==> src/rtl/mult_seq_nbit.sv <==
// Sequential shift-and-add unsigned multiplier: one accumulate-and-shift per cycle,
// N RUN cycles per operand pair, result registered on the final RUN edge.

module AdderNbit #(
    parameter int N = 6
) (
    input  logic [N-1:0] a,
    input  logic [N-1:0] b,
    input  logic         cin,
    output logic [N-1:0] sum,
    output logic         cout
);

    assign {cout, sum} = {1'b0, a} + {1'b0, b} + {{N{1'b0}}, cin};

endmodule

// state | meaning
// IDLE  | waiting for start; operands captured when start is seen
// RUN   | one add/shift step per edge, N edges in total
// DONE  | product valid, done pulses for this single cycle
module mult_seq_nbit #(
    parameter int N = 6
) (
    input  logic           clk,
    input  logic           rst,
    input  logic           start,
    input  logic [N-1:0]   a,
    input  logic [N-1:0]   b,
    output logic [2*N-1:0] product,
    output logic           busy,
    output logic           done
);

    localparam int CW = $clog2(N + 1);

    typedef enum logic [1:0] {
        IDLE = 2'd0,
        RUN  = 2'd1,
        DONE = 2'd2
    } state_t;

    state_t state_q, state_d;

    logic [N-1:0]   a_q, a_d;
    logic [N-1:0]   p_hi_q, p_hi_d;
    logic [N-1:0]   q_q, q_d;
    logic           c_q, c_d;
    logic [CW-1:0]  cnt_q, cnt_d;
    logic [2*N-1:0] product_q, product_d;

    logic [N-1:0]   addend;
    logic [N-1:0]   sum;
    logic           cout;
    logic [2*N:0]   shifted;
    logic           last_run;
    logic           unused_c;

    assign addend = q_q[0] ? a_q : '0;

    AdderNbit #(.N(N)) u_adder (
        .a    (p_hi_q),
        .b    (addend),
        .cin  (1'b0),
        .sum  (sum),
        .cout (cout)
    );

    // The carry enters at the top of the 2N+1-bit shift, so (2^N-1)^2 stays exact.
    assign shifted  = {cout, sum, q_q} >> 1;
    assign last_run = (cnt_q == CW'(N - 1));

    // C always shifts back to zero; it is kept as state but nothing consumes it.
    assign unused_c = c_q;

    always_ff @(posedge clk) begin
        if (rst) begin
            state_q <= IDLE;
        end else begin
            state_q <= state_d;
        end
    end

    always_comb begin
        state_d = state_q;
        case (state_q)
            IDLE:    if (start) state_d = RUN;
            RUN:     if (last_run) state_d = DONE;
            DONE:    state_d = IDLE;
            default: state_d = IDLE;
        endcase
    end

    always_comb begin
        busy = (state_q == RUN) || (state_q == DONE);
        done = (state_q == DONE);
    end

    always_comb begin
        a_d       = a_q;
        p_hi_d    = p_hi_q;
        q_d       = q_q;
        c_d       = c_q;
        cnt_d     = cnt_q;
        product_d = product_q;
        case (state_q)
            IDLE: begin
                if (start) begin
                    a_d    = a;
                    q_d    = b;
                    p_hi_d = '0;
                    c_d    = 1'b0;
                    cnt_d  = '0;
                end
            end
            RUN: begin
                {c_d, p_hi_d, q_d} = shifted;
                cnt_d              = cnt_q + CW'(1);
                if (last_run) begin
                    product_d = shifted[2*N-1:0];
                end
            end
            default: ;
        endcase
    end

    always_ff @(posedge clk) begin
        if (rst) begin
            a_q       <= '0;
            p_hi_q    <= '0;
            q_q       <= '0;
            c_q       <= 1'b0;
            cnt_q     <= '0;
            product_q <= '0;
        end else begin
            a_q       <= a_d;
            p_hi_q    <= p_hi_d;
            q_q       <= q_d;
            c_q       <= c_d;
            cnt_q     <= cnt_d;
            product_q <= product_d;
        end
    end

    assign product = product_q;

endmodule

==> config.mk <==
export PLATFORM = sky130hd
export DESIGN_NAME = mult_seq_nbit
export DESIGN_NICKNAME = d
export VERILOG_FILES = /design/src/rtl/mult_seq_nbit.sv
export SDC_FILE = /design/constraint.sdc
export NUM_CORES = 1
export LEC_CHECK = 0
export CAP_MARGIN = 10
export CORE_MARGIN = 10
export CORE_UTILIZATION = 54
export DETAILED_ROUTE_END_ITERATION = 6
export DONT_BUFFER_PORTS = 1
export PLACE_DENSITY = 0.69
export REMOVE_ABC_BUFFERS = 1
export SYNTH_ARGS = -nofsm -noshare
export SYNTH_HDL_FRONTEND = slang
export SYNTH_SLANG_ARGS = --single-unit
==> constraint.sdc <==
create_clock -name clk -period 2.5 [get_ports clk]
set_input_delay 0.375 -clock clk [delete_from_list [all_inputs] [get_ports clk]]
set_output_delay 0.375 -clock clk [all_outputs]
set_load 0.005 [all_outputs]
* Word level (Yosys, flattened, before mapping)
Cells that the tools add are included.
** Cells by class
- Equal/unequal tests :: 5
- Mux-type cells :: 10
- Reduce and logical (&&, ||, !) cells :: 7
- Add/sub/neg operators :: 2
** Operators by type and width (number)
- 6-bit case mux with 2 select lines :: 2
- 6-bit two-way mux :: 3
- 2-bit AND reduction :: 4
- 6-bit by 6-bit adder with 7-bit output :: 1
- 3-bit case mux with 2 select lines :: 1
- 2-bit two-way mux :: 2
- 2-bit != test, second input constant :: 2
- 2-bit case mux with 2 select lines :: 1
- 3-bit by 1-bit adder with 3-bit output, second input constant :: 1
- 3-bit == test, second input constant :: 1
- 3-bit two-way mux :: 1
- 2-bit by 1-bit == test with 1-bit output, second input constant :: 1
- 2-bit == test, second input constant :: 1
- 2-bit zero test :: 1
- 2-bit nonzero test :: 1
- 1-bit logical OR :: 1
** Storage, ports and cells
- Word-level logic and storage cells :: 30
- Register bits :: 35
- Output and inout bits :: 14
- Input bits :: 15

* Logic depth before layout (Yosys ltp)
Gate-level depths: netlist (run 1).
- Depth after elaboration :: 3
- Gate-level depth with buffers :: 7
- Gate-level depth less buffers :: 7

* Hierarchy
Synthesis (run 1) repeated with hierarchy kept, for this count alone.
** Second synthesis, totals
- Cell total of the unflattened synthesis :: 197
- Area, all modules :: 1775.5 um^2
** By module, submodules not included
- mult_seq_nbit :: times used 1, sequential area each 700.7 um^2, area each 1529.0 um^2, cells each 169
- AdderNbit :: times used 1, sequential area each 0.0 um^2, area each 246.5 um^2, cells each 28

* Worst setup path after synthesis (run 1)
OpenSTA, ideal clock, no wires.
- Path kind :: register -> register
- Start point :: register q_q[0]
- End point :: register product_q[9], in the netlist product[9]
- Data required time :: 2.430 ns
- Data arrival time :: 1.761 ns
- Library setup time :: 0.070 ns
- Clock period less this slack :: 1.831 ns
- Cell stages (with the launch flop) :: 8
- Setup slack :: 0.669 ns
- Buffers on the path :: 0
- Cell sequence :: dfxtp_1 > and2_1 > ha_1 > fa_1 > a21oi_1 > o21ai_0 > or3_1 > a21oi_1
** Between the ends
- Longest elaborated chain between the ends :: 2
** RTL lines
- start: declaration :: line 47 : logic [N-1:0] q_q, q_d;
- start signal: assignment :: line 138 : q_q <= q_d;
- 6-bit two-way mux :: line 59 : assign addend = q_q[0] ? a_q : '0;
- 6-bit by 6-bit adder with 7-bit output :: line 14 : assign {cout, sum} = {1'b0, a} + {1'b0, b} + {{N{1'b0}}, cin};
- end signal: assignment :: line 141 : product_q <= product_d;
- end: declaration :: line 50 : logic [2*N-1:0] product_q, product_d;
Every way passes these cells.
A chain may end at the register's enable or synchronous reset.

* Final worst setup path (run 1)
Ends and elaborated chain as after synthesis.

==> impl_metrics.json, run 1 <==
{
  "antenna_found_initial": 0,
  "end_kind": "flip-flop",
  "synth_warnings": 0,
  "grt-ovfl-total": 0,
  "cellLeakagePower_nw": 0.691,
  "post-route-period-util_pct": 81.6,
  "die-area_um2": 5850,
  "drc": 0,
  "ant_nets": 0,
  "cts_tree": "yes",
  "clock-sinks": 35,
  "nets": 229,
  "start_kind": "flip-flop",
  "synth_edf_count": 0,
  "finalCriticalPeriod_ns": 2.04,
  "ys_async_sr_fraction_pct": 0,
  "cts_max_path_buffers": 2,
  "n_fill_cell": 289,
  "rsz0062_at_grt": "false",
  "dp_hpwl_mm": 2.83,
  "num_rows": 20,
  "grtUsageTotal_pct": 13.8,
  "fin_setup_tns_ns": 0,
  "grt_max_degree": 39,
  "via_count": 1410,
  "vias_per_cell": 5.71,
  "dieHeight_um": 76.5,
  "worstPathRequired_ns": 2.79,
  "setup_violations": 0,
  "htreeDepth": 2,
  "area_growth_pct": 4.50,
  "slew_headroom_pct": 69.0,
  "synth_flop_cell": "dfxtp_1",
  "fin_util_pct": 59.0,
  "grt_pass1_wl_mm": 6.75,
  "clk_latency_ns": 0.35,
  "syn_area_per_cell_um2": 8.54,
  "arrival_ns": 2.33,
  "wl_mm": 3.80,
  "fmax_mhz": 490,
  "root_buffer": "clkbuf_4",
  "gp_congestion": 0.917,
  "status": "finished clean",
  "syn_area_um2": 1720,
  "cts_hold_buf": 0,
  "crit_type": "reg2reg",
  "grt_pass1_vias": 1402,
  "synth_cell_types": 40,
  "power_density_nw_per_um2": 570,
  "postCtsSetupRepairBufs": 0,
  "maxCapViolations": 0,
  "finClkSkew_ns": 0.00879,
  "hold_violations": 0,
  "ios": 29,
  "drtIter0Drc": 96,
  "drive_above_1_share_pct": 7.39,
  "clkSlewWorstSetupHoldPaths_ns": 0.12,
  "initial_utilization_pct": 56.5,
  "fp.dieW_um": 76.5,
  "syn_inst": 202,
  "maxSlewViolCount": 0,
  "antenna_cells": 0,
  "final_cells": 247,
  "power_mw": 1.03,
  "ys_ff_latch": 35,
  "peakVddDrop_mv": 0.421,
  "cp_max_fo": 7,
  "wl_per_cell_um": 15.4,
  "design.core.area_um2": 3050,
  "io_buffers": 0,
  "cts.repair.resized": 0,
  "worst_slew_pin_slew_ns": 0.465,
  "hold-worst-slack_ns": 0.0703,
  "yosysSeqAreaShare_pct": 40.6,
  "cts_made_buffers": 5,
  "placed_cells": 239,
  "hp-class": "in2reg",
  "first_pass_iters": 5
}
## cell families after synthesis
group / count (synthesis) / synth area share, %
AND/OR/NAND/NOR: 80 / 21.1
flip-flops: 35 / 40.6
XOR/XNOR: 2 / 1.02
adder cells (fa/ha/maj): 12 / 9.14
buffers and inverters: 16 / 4.64
multiplexers: 7 / 4.14
AO/OA/AOI/OAI: 50 / 19.3
## Yosys cell counts, types with 2 or more instances
| library cell | n | area (um^2) |
|---|---|---|
| dfxtp_1 | 35 | 701 |
| nand2_1 | 30 | 113 |
| a21oi_1 | 22 | 110 |
| nor2_1 | 17 | 63.8 |
| ha_1 | 11 | 138 |
| nand3_1 | 11 | 55.1 |
| a211oi_1 | 8 | 60.1 |
| and2_1 | 6 | 37.5 |
| mux2i_1 | 6 | 60.1 |
| inv_1 | 5 | 18.8 |
| buf_2 | 4 | 20.0 |
| nor3_1 | 4 | 20.0 |
| a22oi_1 | 3 | 22.5 |
| nor4_1 | 3 | 18.8 |
| a21o_1 | 2 | 15.0 |
| a311o_1 | 2 | 20.0 |
| and3_1 | 2 | 12.5 |
| buf_4 | 2 | 15.0 |
| clkbuf_1 | 2 | 7.51 |
| nand2b_1 | 2 | 12.5 |
| nor2b_1 | 2 | 12.5 |
| o211ai_1 | 2 | 15.0 |
| o21ai_0 | 2 | 10.0 |
| or3_1 | 2 | 12.5 |
| xor2_1 | 2 | 17.5 |
## registers in the layout, summed over array words and instances (netlist names)
signal and flops:
cnt_q 3, p_hi_q 6, product 12, state_q 2
q_q 6, a_q 6
## report_power, final
group,switching (mW),leakage (nW),internal (mW)
registers,0.0160,0.285,0.579
logic,0.0685,0.379,0.0461
clock network,0.210,0.0272,0.107
## cell usage in the layout, fill, tap and decap left out, types with 2 or more instances in the layout
master      instances
a211oi_1            8
a21o_1              2
a21oi_1            22
a22oi_1             3
a311o_1             2
and2_1              6
and3_1              2
buf_4               3
clkbuf_4            5
clkinvlp_4          2
dfxtp_1            35
ha_1               11
inv_1               5
mux2i_1             6
nand2_1            30
nand2b_1            2
nand3_1            11
nor2_1             17
nor2b_1             2
nor3_1              4
nor4_1              3
o211ai_1            2
o21ai_0             2
or3_1               2
xor2_1              2
## worst paths after layout
kind                             from                 endpoint  slack, ns  cells after the start
setup / recovery  q_q[0]$_SDFFE_PP0P_  product[9]$_SDFFE_PP0P_       0.46                      7
hold / removal                    rst  product[3]$_SDFFE_PP0P_       0.07                      1
setup reg to reg  q_q[0]$_SDFFE_PP0P_  product[9]$_SDFFE_PP0P_       0.46                      7
hold reg to reg   a_q[0]$_SDFFE_PP0P_      a_q[0]$_SDFFE_PP0P_       0.45                      2
## final cells by class
cell class | count | area [um^2] | share of cell area [%]
multi-input cells | 151 | 943 | 52.4
clock inverters | 3 | 20.0 | 1.11
inverters | 6 | 22.5 | 1.25
repair buffers | 3 | 22.5 | 1.25
flip-flops and latches | 35 | 701 | 38.9
clock buffers | 5 | 37.5 | 2.08
well taps | 44 | 55.1 | 3.06
## worst max-delay path: stages, from the launching register on
cell,delay [ns]
dfxtp_1,0.37
and2_1,0.15
ha_1,0.21
fa_1,0.44
a21oi_1,0.23
o21ai_0,0.12
or3_1,0.35
a21oi_1,0.12
## stage by stage
stage,cell area [um^2],worst slack (ns)
final,1800,0.461
after global routing,1800,0.324
after CTS,1800,0.514
after detailed placement,1740,0.532
after global placement,1740,0.612
after floorplan,1670,0.554
## layer usage
metal,vias to the layer above,track usage (%),wire length (um)
met5,-,0,0
li1,718,-,-
met4,0,5.39,66
met2,26,22.4,1850
met3,8,5.19,224
met1,658,15.9,1660
(Power assumes the default switching activity.)
==> run 2, diff against run 1 <==
Settings changed: PLACE_DENSITY 0.69 to 0.72.
Clock period 2.5 ns to 1.7 ns, I/O delays scaled along.
==> run 2 against run 1 <==
The flow now finishes with violations (negative hold slack, negative setup slack). Sequential power rose by 47%. Clock-buffer cell count rose by 1. Cell area rose by 18%. First-iteration DRC count rose by 27%. Non-clock buffer count rose by 18. Maximum frequency rose by 15%. Final cell count rose by 7.3%. Die area did not move. Combinational power rose by 96%. Utilization rose by 10 points.
==> impl_metrics.json, run 2 (same netlist as run 1, synthesis figures left out) <==
{
  "crit_type": "reg2reg",
  "cts_made_buffers": 5,
  "dieHeight_um": 76.5,
  "fin_setup_tns_ns": -0.166,
  "final_common_cell": "dfxtp_1",
  "power_mw": 1.74,
  "wl_mm": 4.38,
  "end_kind": "flip-flop",
  "dp_hpwl_mm": 2.99,
  "num_rows": 20,
  "ios": 29,
  "antenna_found_initial": 0,
  "cp_max_fo": 3,
  "drive_above_1_share_pct": 26.7,
  "worst_slew_pin_slew_ns": 0.365,
  "arrival_ns": 2.05,
  "power_density_nw_per_um2": 822,
  "cellLeakagePower_nw": 0.799,
  "drc": 0,
  "fmax_mhz": 566,
  "gp_congestion": 0.999,
  "maxCapViolations": 0,
  "ant_nets": 0,
  "finClkSkew_ns": 0.00801,
  "first_pass_iters": 5,
  "finalCriticalPeriod_ns": 1.77,
  "post-route-period-util_pct": 104,
  "violations": "negative hold slack, negative setup slack",
  "slew_headroom_pct": 75.6,
  "design.core.area_um2": 3050,
  "hold_violations": 28,
  "grt_pass1_vias": 1487,
  "placed_cells": 253,
  "worstPathRequired_ns": 1.98,
  "setup_violations": 4,
  "clock-sinks": 35,
  "initial_utilization_pct": 56.5,
  "hp-class": "in2reg",
  "antenna_cells": 0,
  "grt_max_degree": 39,
  "clk_latency_ns": 0.34,
  "vias_per_cell": 5.80,
  "cts_tree": "yes",
  "peakVddDrop_mv": 0.603,
  "grt-ovfl-total": 0,
  "post_dp_cell_area_um2": 1850,
  "worstHoldPathCells": 1,
  "htreeDepth": 2,
  "drtIter0Drc": 122,
  "worstRegToRegCells": 7,
  "grt_pass1_wl_mm": 7.06,
  "root_buffer": "clkbuf_4",
  "io_buffers": 0,
  "hold-worst-slack_ns": -0.0333,
  "via_count": 1537,
  "final_cells": 265,
  "cts_max_path_buffers": 2,
  "rsz0062_at_grt": "true",
  "maxSlewViolCount": 0,
  "fp.dieW_um": 76.5,
  "final_cell_area_um2": 2120,
  "final_cell_mix": "33 x dfxtp_1, 29 x nand2_1, 20 x buf_4",
  "start_kind": "flip-flop",
  "grtUsageTotal_pct": 14.5,
  "largest_reg_flops": 12,
  "die-area_um2": 5850,
  "fin_util_pct": 69.4,
  "layout_setup_ws_ns": -0.0661,
  "clkSlewWorstSetupHoldPaths_ns": 0.11,
  "wl_per_cell_um": 16.5,
  "nets": 247,
  "area_growth_pct": 22.9,
  "status": "complete, but fails checks",
  "pre_cts_slack_ns": -0.213
}
-- run 2: worst max-delay path, stage by stage (launching register included) --
cell,delay [ns]
dfxtp_2,0.35
and2_4,0.14
ha_4,0.15
fa_2,0.37
a21oi_2,0.19
o21ai_2,0.07
or3_1,0.31
a21oi_1,0.12
-- run 2: where the power goes --
part	switching (mW)	internal, mW
clock network	0.293	0.348
logic	0.118	0.107
registers	0.0227	0.852
total	0.434	1.31
-- run 2: final timing paths --
| path | to | slack, ns | start |
|---|---|---|---|
| hold reg to reg | a_q[0]$_SDFFE_PP0P_ | 0.46 | a_q[0]$_SDFFE_PP0P_ |
| setup reg to reg | p_hi_q[3]$_SDFFE_PP0P_ | -0.07 | q_q[0]$_SDFFE_PP0P_ |
| setup / recovery | p_hi_q[3]$_SDFFE_PP0P_ | -0.07 | q_q[0]$_SDFFE_PP0P_ |
| hold / removal | product[1]$_SDFFE_PP0P_ | -0.03 | rst |
-- run 2: repair_timing --
| item | 4_1_cts | 5_1_grt |
|---|---|---|
| gates resized for setup | 18 | 14 |
| pin swaps | 7 | 13 |
| endpoints found under the setup margin | 8 | 17 |
| buffers inserted | 1 | 3 |
| hold endpoints to repair | 30 | 31 |
-- run 2: layer usage --
layer | GRT usage (%) | wire, um
met1 | 15.8 | 1780
met2 | 25.2 | 2270
met3 | 4.83 | 216
met4 | 5.76 | 116
met5 | 0 | 0
-- run 2: area by class of cell --
type                    count  area [um^2]
flip-flops and latches     35          703
multi-input cells         151         1090
well taps                  44         55.1
repair buffers             21          161
clock inverters             2         35.0
clock buffers               6         51.3
fillers                   234          933
inverters                   6         22.5
==> run 3, diff against run 2 <==
Settings changed: SKIP_LAST_GASP from default to 1.
==> results of run 3 <==
No change in the layout: final DEF, timing and power equal those of run 2.
